$ cat src/rtl/pc_pkg.sv
// Shared definitions for the Hack program counter with return-address stack.
// Holds the operation-select encoding produced by the PC priority encoder and
// the default address width / stack depth shared with the CPU top level.
package pc_pkg;

    localparam int PC_WIDTH_DEFAULT = 16;
    localparam int PC_DEPTH_DEFAULT = 8;

    // One operation is selected per cycle; lower-priority requests are dropped.
    typedef enum logic [2:0] {
        OP_HOLD = 3'd0,
        OP_LOAD = 3'd1,
        OP_CALL = 3'd2,
        OP_RET  = 3'd3,
        OP_INCR = 3'd4
    } pc_op_e;

endpackage : pc_pkg

$ cat src/rtl/ret_stack.sv
// Return-address LIFO.
// Ports:
//   clk, reset   : clock, asynchronous active-high reset (pointer only)
//   push, pop    : push push_data / drop top entry (caller guarantees legality
//                  and mutual exclusion)
//   push_data    : address to store
//   top          : entry at depth-1 (combinational read, zero when empty)
//   depth        : number of valid entries (registered)
//   full, empty  : decoded from depth
module ret_stack #(
    parameter int WIDTH = 16,
    parameter int DEPTH = 8,
    parameter int PW    = $clog2(DEPTH + 1)
) (
    input  logic             clk,
    input  logic             reset,
    input  logic             push,
    input  logic             pop,
    input  logic [WIDTH-1:0] push_data,
    output logic [WIDTH-1:0] top,
    output logic [PW-1:0]    depth,
    output logic             full,
    output logic             empty
);

    localparam int IW = $clog2(DEPTH);

    logic [WIDTH-1:0] mem_r [DEPTH];
    logic [PW-1:0]    ptr_r;
    logic [PW-1:0]    top_idx_s;

    // Stack pointer: only state that needs reset; contents are don't-care.
    always_ff @(posedge clk or posedge reset) begin
        if (reset) begin
            ptr_r <= {PW{1'b0}};
        end else if (push) begin
            ptr_r <= ptr_r + PW'(1);
        end else if (pop) begin
            ptr_r <= ptr_r - PW'(1);
        end else begin
            ptr_r <= ptr_r;
        end
    end

    // Entry storage, written at the current pointer on push.
    always_ff @(posedge clk) begin
        if (push) begin
            mem_r[ptr_r[IW-1:0]] <= push_data;
        end
    end

    // Combinational top-of-stack read; guarded so an empty stack never indexes
    // outside the array.
    always_comb begin
        top_idx_s = ptr_r - PW'(1);
        if (empty) begin
            top = {WIDTH{1'b0}};
        end else begin
            top = mem_r[top_idx_s[IW-1:0]];
        end
    end

    assign depth = ptr_r;
    assign full  = (ptr_r == PW'(DEPTH));
    assign empty = (ptr_r == {PW{1'b0}});

endmodule : ret_stack

$ cat src/rtl/pc_call_stack.sv
// Hack program counter with hardware return-address stack.
// Drives the instruction ROM address (data_out) directly.
// Ports:
//   clk, reset            : clock, asynchronous active-high reset
//   load, call, ret, incr : PC operations, priority load > call > ret > incr
//   clr_err               : synchronous clear of the sticky error flags
//   data_in               : jump / call target
//   data_out              : current PC (registered)
//   depth                 : valid return-address entries
//   stack_full/empty      : decoded from depth
//   ovf_err / unf_err     : sticky call-while-full / ret-while-empty flags
module pc_call_stack
    import pc_pkg::*;
#(
    parameter int               WIDTH        = PC_WIDTH_DEFAULT,
    parameter int               DEPTH        = PC_DEPTH_DEFAULT,
    parameter logic [WIDTH-1:0] RESET_VECTOR = {WIDTH{1'b0}}
) (
    input  logic                       clk,
    input  logic                       reset,
    input  logic                       load,
    input  logic                       incr,
    input  logic                       call,
    input  logic                       ret,
    input  logic                       clr_err,
    input  logic [WIDTH-1:0]           data_in,
    output logic [WIDTH-1:0]           data_out,
    output logic [$clog2(DEPTH+1)-1:0] depth,
    output logic                       stack_full,
    output logic                       stack_empty,
    output logic                       ovf_err,
    output logic                       unf_err
);

    localparam int PW = $clog2(DEPTH + 1);

    pc_op_e           op_s;
    logic [WIDTH-1:0] pc_r;
    logic [WIDTH-1:0] pc_next_s;
    logic [WIDTH-1:0] pc_plus1_s;
    logic [WIDTH-1:0] top_s;
    logic             push_s;
    logic             pop_s;
    logic             set_ovf_s;
    logic             set_unf_s;
    logic             ovf_r;
    logic             unf_r;

    assign pc_plus1_s = pc_r + WIDTH'(1);

    // Priority encoder: exactly one operation wins each cycle.
    always_comb begin
        op_s = OP_HOLD;
        if (load) begin
            op_s = OP_LOAD;
        end else if (call) begin
            op_s = OP_CALL;
        end else if (ret) begin
            op_s = OP_RET;
        end else if (incr) begin
            op_s = OP_INCR;
        end else begin
            op_s = OP_HOLD;
        end
    end

    // Next-PC and stack control; an illegal call/ret is fully suppressed and
    // only raises its error flag.
    always_comb begin
        pc_next_s = pc_r;
        push_s    = 1'b0;
        pop_s     = 1'b0;
        set_ovf_s = 1'b0;
        set_unf_s = 1'b0;
        case (op_s)
            OP_LOAD: pc_next_s = data_in;
            OP_CALL: begin
                if (!stack_full) begin
                    push_s    = 1'b1;
                    pc_next_s = data_in;
                end else begin
                    set_ovf_s = 1'b1;
                end
            end
            OP_RET: begin
                if (!stack_empty) begin
                    pop_s     = 1'b1;
                    pc_next_s = top_s;
                end else begin
                    set_unf_s = 1'b1;
                end
            end
            OP_INCR: pc_next_s = pc_plus1_s;
            default: pc_next_s = pc_r;
        endcase
    end

    // PC register.
    always_ff @(posedge clk or posedge reset) begin
        if (reset) begin
            pc_r <= RESET_VECTOR;
        end else begin
            pc_r <= pc_next_s;
        end
    end

    // Sticky error flags; a new error event outranks a simultaneous clear.
    always_ff @(posedge clk or posedge reset) begin
        if (reset) begin
            ovf_r <= 1'b0;
            unf_r <= 1'b0;
        end else begin
            ovf_r <= set_ovf_s | (ovf_r & ~clr_err);
            unf_r <= set_unf_s | (unf_r & ~clr_err);
        end
    end

    ret_stack #(
        .WIDTH (WIDTH),
        .DEPTH (DEPTH),
        .PW    (PW)
    ) u_ret_stack (
        .clk       (clk),
        .reset     (reset),
        .push      (push_s),
        .pop       (pop_s),
        .push_data (pc_plus1_s),
        .top       (top_s),
        .depth     (depth),
        .full      (stack_full),
        .empty     (stack_empty)
    );

    assign data_out = pc_r;
    assign ovf_err  = ovf_r;
    assign unf_err  = unf_r;

endmodule : pc_call_stack

$ cat config.mk
export PLATFORM = sky130hd
export DESIGN_NAME = pc_call_stack
export DESIGN_NICKNAME = d
export VERILOG_FILES = /design/src/rtl/pc_pkg.sv /design/src/rtl/ret_stack.sv /design/src/rtl/pc_call_stack.sv
export SDC_FILE = /design/constraint.sdc
export NUM_CORES = 1
export LEC_CHECK = 0
export BUFFER_PORTS_ARGS = -buffer_cell sky130_fd_sc_hd__buf_2
export CORE_MARGIN = 2
export CORE_UTILIZATION = 60
export DETAILED_ROUTE_END_ITERATION = 6
export GPL_ROUTABILITY_DRIVEN = 0
export PLACE_DENSITY = 0.79
export SLEW_MARGIN = 20
export SYNTH_ARGS = -nofsm -noshare
export SYNTH_HDL_FRONTEND = slang
export SYNTH_SLANG_ARGS = --single-unit
$ cat constraint.sdc
create_clock -name clk -period 4.4 [get_ports clk]
set_clock_uncertainty 0.15 [all_clocks]
set_input_delay 0 -clock clk [delete_from_list [all_inputs] [get_ports clk]]
set_output_delay 0 -clock clk [all_outputs]
set_load 0.02 [all_outputs]
# After elaboration in Yosys (flattened, before gate mapping)
# Memory sizes are Yosys's and may differ from the RTL's.
# Index checks and enable logic that the tools add are counted.
# totals
reg_bits	22
ram_bits	128
out_inout_bits	24
memories	1
# mem_list
memory	words	word_bits	rd	rd_clocked_by_memory_dff	wr	line	rtl
u_ret_stack.mem_r	8	16	1	0	1	ret_stack.sv:28	logic [WIDTH-1:0] mem_r [DEPTH];
# op_classes
add_sub_neg	3
eq_ne	7
mux	19
bitwise_logic	5
reduce_logical	4
# op_table
operator	n
16-bit one-hot mux with 4 select lines	1
16-bit 2-to-1 mux	2
16-bit by 1-bit adder with 16-bit output (second input constant)	1
3-bit 2-to-1 mux	4
1-bit 2-to-1 mux	10
4-bit 2-to-1 mux	2
3-bit by 2-bit equality test with 1-bit output (second input constant)	2
4-bit by 1-bit adder with 4-bit output (second input constant)	1
4-bit equality test (second input constant)	1
4-bit logical NOT	1
2-bit != test (second input constant)	2
4-bit nonzero test	1
4-bit by 1-bit subtractor with 4-bit output (second input constant)	1
3-bit by 1-bit equality test with 1-bit output (second input constant)	1
3-bit equality test (second input constant)	1
3-bit AND reduction	1
1-bit bitwise AND	2
1-bit OR	2
2-bit nonzero test	1
1-bit NOT	1

# Logic depth before layout (Yosys ltp)
# logic_depth
word_depth	8
mapped_depth	11
mapped_depth_nobuf	7

# Hierarchy
# A second synthesis with hierarchy kept.
# hier_totals
cells_unflattened	388
hier_area_um2	6536.3
# modules_own_cells
mod	n_inst	cells_per_inst	area_per_inst_um2	seq_area_each_um2
ret_stack	1	228	5131.2	3943.8
pc_call_stack	1	160	1405.1	450.4

# Least setup slack after synthesis
# OpenSTA, ideal clock, no wires.
# synth_timing
path_kind	reg2reg
start	register u_ret_stack.ptr_r[0], in the netlist u_ret_stack.depth[0]
end	memory u_ret_stack.mem_r[0][0] (enable)
t_arrival_ns	3.142
required_time_ns	3.820
path_slack_ns	0.678
stages_incl_launch_ff	8
n_path_buf	2
period_less_slack_ns	3.722
cell_sequence	dfrtp_1 -> buf_2 -> clkinv_1 -> ha_1 -> buf_6 -> nand3b_1 -> nand2_1 -> nor4_1
# synth_via
elab_chain_cells	5
# synth_lines
element	line	rtl
from (decl)	ret_stack.sv:29	logic [PW-1:0] ptr_r;
from (signal assigned)	ret_stack.sv:35	ptr_r <= {PW{1'b0}};
from (signal assigned)	ret_stack.sv:37	ptr_r <= ptr_r + PW'(1);
from (signal assigned)	ret_stack.sv:39	ptr_r <= ptr_r - PW'(1);
4-bit equality test	ret_stack.sv:64	assign full = (ptr_r == PW'(DEPTH));
1-bit 2-to-1 mux	pc_call_stack.sv:78	if (!stack_full) begin
1-bit 2-to-1 mux	pc_call_stack.sv:75	case (op_s)
1-bit 2-to-1 mux	ret_stack.sv:47	if (push) begin
1-bit 2-to-1 mux (not written as such)	ret_stack.sv:48	mem_r[ptr_r[IW-1:0]] <= push_data;
to (decl)	ret_stack.sv:28	
# Parallel ways exist; a longest one is shown, timed or not.

# Worst setup path in the final report
# layout_timing
start	register u_ret_stack.ptr_r[0], in the netlist u_ret_stack.depth[0]
end	register pc_r[1], in the netlist data_out[1]
# layout_via
elab_chain_cells	4
# layout_lines
element	line	rtl
4-bit by 1-bit subtractor with 4-bit output	n/a	
memory read 8 x 16 bit	n/a	
16-bit 2-to-1 mux	pc_call_stack.sv:86	if (!stack_empty) begin
16-bit one-hot mux with 4 select lines	pc_call_stack.sv:75	
to (signal assigned)	pc_call_stack.sv:103	pc_r <= pc_next_s;
to (decl)	pc_call_stack.sv:38	logic [WIDTH-1:0] pc_r;
# Parallel ways exist; a longest one is shown, timed or not. The select of a mux whose other input is x is not followed.
# A chain may end at the register's enable or synchronous reset.

==> impl_metrics.toml <==
[final_layout]
antenna_cells = 0
final_core_util_pct = 72.6
fillCellCount = 642
drive_gt1_share_pct = 23.5
syn2layout_area_growth_pct = 19.5
seqCellArea_sq_um = 4400
multiInputGateArea_sq_um = 2020
layout.nets = 527
finalNonFillerCells = 654

[clock_network]
cts_buffers = 17
cts_resized = 0
path_clk_slew_ns = 0.06
cts_tree = "built"
cts_max_level = 4
cts-root-buf = "clkbuf_8"
clkSinkCount = 150
clockBufferDepth = 2
clock_latency_ns = 0.53

[global_routing]
antenna_found_initial = 0
grt_pass1_vias = 4176
grt-ovfl-total = 0
grt_max_degree = 43
grt_pass1_wl_mm = 24.6
gr-usage-all-layers_pct = 29.8

[sta]
finalSetupViolCount = 0
timing.final.crit_share_pct = 74.0
hold_viol = 22
drv_slew = 0
clock.fmax_ghz = 0.307
slew_headroom_pct = 30.3
fin_tns_setup_ns = 0
worst_slew_pin_slew_ns = 1.04
worst_hold_slack_ns = -0.0301
rsz0062_at_grt = "no"
fin_crit_ns = 3.26

[power_and_ir_drop]
power_per_cell_area_nw_per_um2 = 682
ir_drop_uv = 466
p_leak_nw = 2.77

[setup_path]
crit_path_cell_trace = "clkinv_1, ha_2, nor4bb_1, o32ai_2, o211ai_1, dlygate4sd3_1, o22a_1"
crit_fanout = 11
worstPathArrival_ns = 3.52
rrSetupSlack_ns = 1.14
r2r_start = "u_ret_stack.depth[0]"
crit_slowest_cell = "o32ai_2"
worstReg2RegEnd = "data_out[1]"
criticalPathCategory = "reg -> reg"
required_ns = 4.66
cpPeakStageDelay_ns = 0.88
startpoint_type = "flop"
endpoint_kind = "flop"
rr_worst_depth = 7

[synthesis]
syn-cell-area_sq_um = 6530
synth_common_cells = "edfxtp_1 (128), nand2_1 (35), dfrtp_1 (22)"
syn-num-nets = 448
synth-seq-cells = 150
ys_warn_count = 0
postSynthAreaPerCell_sq_um = 15.5
synth_top_area_share_pct = 58.9
synthDistinctLibCells = 56
yosys.area.top_type = "edfxtp_1"
synth_area_leaders = "edfxtp_1 (59%), dfrtp_1 (8.4%), mux4_2 (6.6%)"
async_reset_ff_share_pct = 14.7
synth_ff_type = "edfxtp_1"
synth_edf_count = 128
synthCells = 422
synth.most_common_cell = "edfxtp_1"
ys_seq_area_share_pct = 67.3

[detailed_routing]
wl_mm = 16.4
wire_per_inst_microns = 25.1
dr.pass1.iters = 5
drt_iter0_markers = 594
route.met2.wl_mm = 8.11
antenna_left = 0
route.met3.wl_mm = 1.63
drc = 0
met1_length_mm = 6.14
top_layer = "met4"
num_vias = 4341
vias_per_cell = 6.64

[floorplan]
initial_core_util_pct = 60.8
rows = 38
dieArea_sq_um = 11700
fp.dieW_microns = 108
core-area_sq_um = 10700
die_h_microns = 108
io_pins = 47

[hold_path]
min_path_type = "in -> async"

[placement]
portBuffers = 46
hpwl_mm = 9.51
place_inst = 600

[job]
maxCapViolations = 0

[run_status]
violations = "negative hold slack"
status = "finished, violations left"
cells by family after synthesis:
logic type                 count (synthesis)  synth area share (%)
and+or+nand+nor                          111                  8.99
xor gates and xnor gates                  18                  2.70
buffers and inverters                     31                  2.20
muxes                                     38                  10.7
adders and majority gates                  3                 0.575
AOI/OAI and AO/OA                         71                  7.51
DFF                                      150                  67.3
layout make-up:
class                      instances  share of cell area, %
clock buffer                      22                   5.68
clock inverter                    10                   2.26
inverter                           8                  0.385
multi-input combinational        241                   25.9
sequential                       150                   56.3
tap                              140                   2.24
timing repair buffer              83                   7.22
metal layers:
metal	track usage (%)	up-vias
met5	0	-
met4	14.5	0
met3	7.29	45
met2	46.1	309
met1	40.1	2147
li1	-	1840
registers in the layout (all words and copies together) (netlist names):
register	cells
u_ret_stack.depth	4
ovf_err	1
unf_err	1
data_out	16
u_ret_stack.mem_r	128
how the worst max path moves through the flow:
stage / startpoint / to / cells after the start
floorplan: u_ret_stack.depth[0] / u_ret_stack.mem_r[0][0] / 7
global placement: u_ret_stack.depth[0] / data_out[15] / 6
detailed placement: u_ret_stack.depth[0] / data_out[15] / 6
CTS: u_ret_stack.depth[0] / data_out[1] / 7
global route: u_ret_stack.depth[0] / data_out[1] / 7
finish: u_ret_stack.depth[0] / data_out[1] / 7
worst max-delay path: cells and delay by family, from the launching register on:
kind / cells / cell delay [ns]
flops: 1 / 0.36
buf+inv: 2 / 0.88
simple gates: 1 / 0.18
fa+ha+maj: 1 / 0.39
compound gates: 3 / 1.20
what timing repair did:
item | in CTS | in global routing
buffers inserted | 0 | 0
hold buffers | 22 | 0
hold endpoints to repair | 40 | 0
power breakdown:
group          internal [mW]  leakage (nW)  switching, mW
Clock                  0.989         0.302          0.527
Combinational          0.721          1.04           1.09
Sequential              1.83          1.42          0.170
Total                   3.54          2.77           1.79
per-stage QoR:
stage | instance area (sq um) | power (mW) | setup WS [ns]
global route | 7800 | 5.50 | 1.07
detailed placement | 6960 | 3.76 | 1.35
CTS | 7800 | 5.29 | 1.22
floorplan | 6530 | 3.26 | 0.678
global placement | 6960 | 3.70 | 1.44
finish | 7800 | 5.32 | 1.14
cells in the final DEF, fill, tap and decap left out, types with 3 or more instances in the layout:
master	instances
nor2_1	19
dfrtp_1	21
a31oi_1	5
a22oi_1	3
nor4_1	3
nand3_1	15
mux2i_1	13
o211ai_1	4
nor3_2	4
buf_2	46
xor2_1	7
clkinv_1	4
mux4_1	5
dlygate4sd3_1	22
a221oi_1	6
nand2_1	35
nor2b_1	7
nor3_1	6
a22o_1	3
o21ai_0	11
bufinv_16	5
xnor2_1	10
clkbuf_1	4
mux4_2	19
nand4_1	6
clkbuf_16	16
a2111oi_0	5
buf_4	15
inv_1	6
edfxtp_1	128
a21oi_1	19
Power figures use the tool's default switching activity.
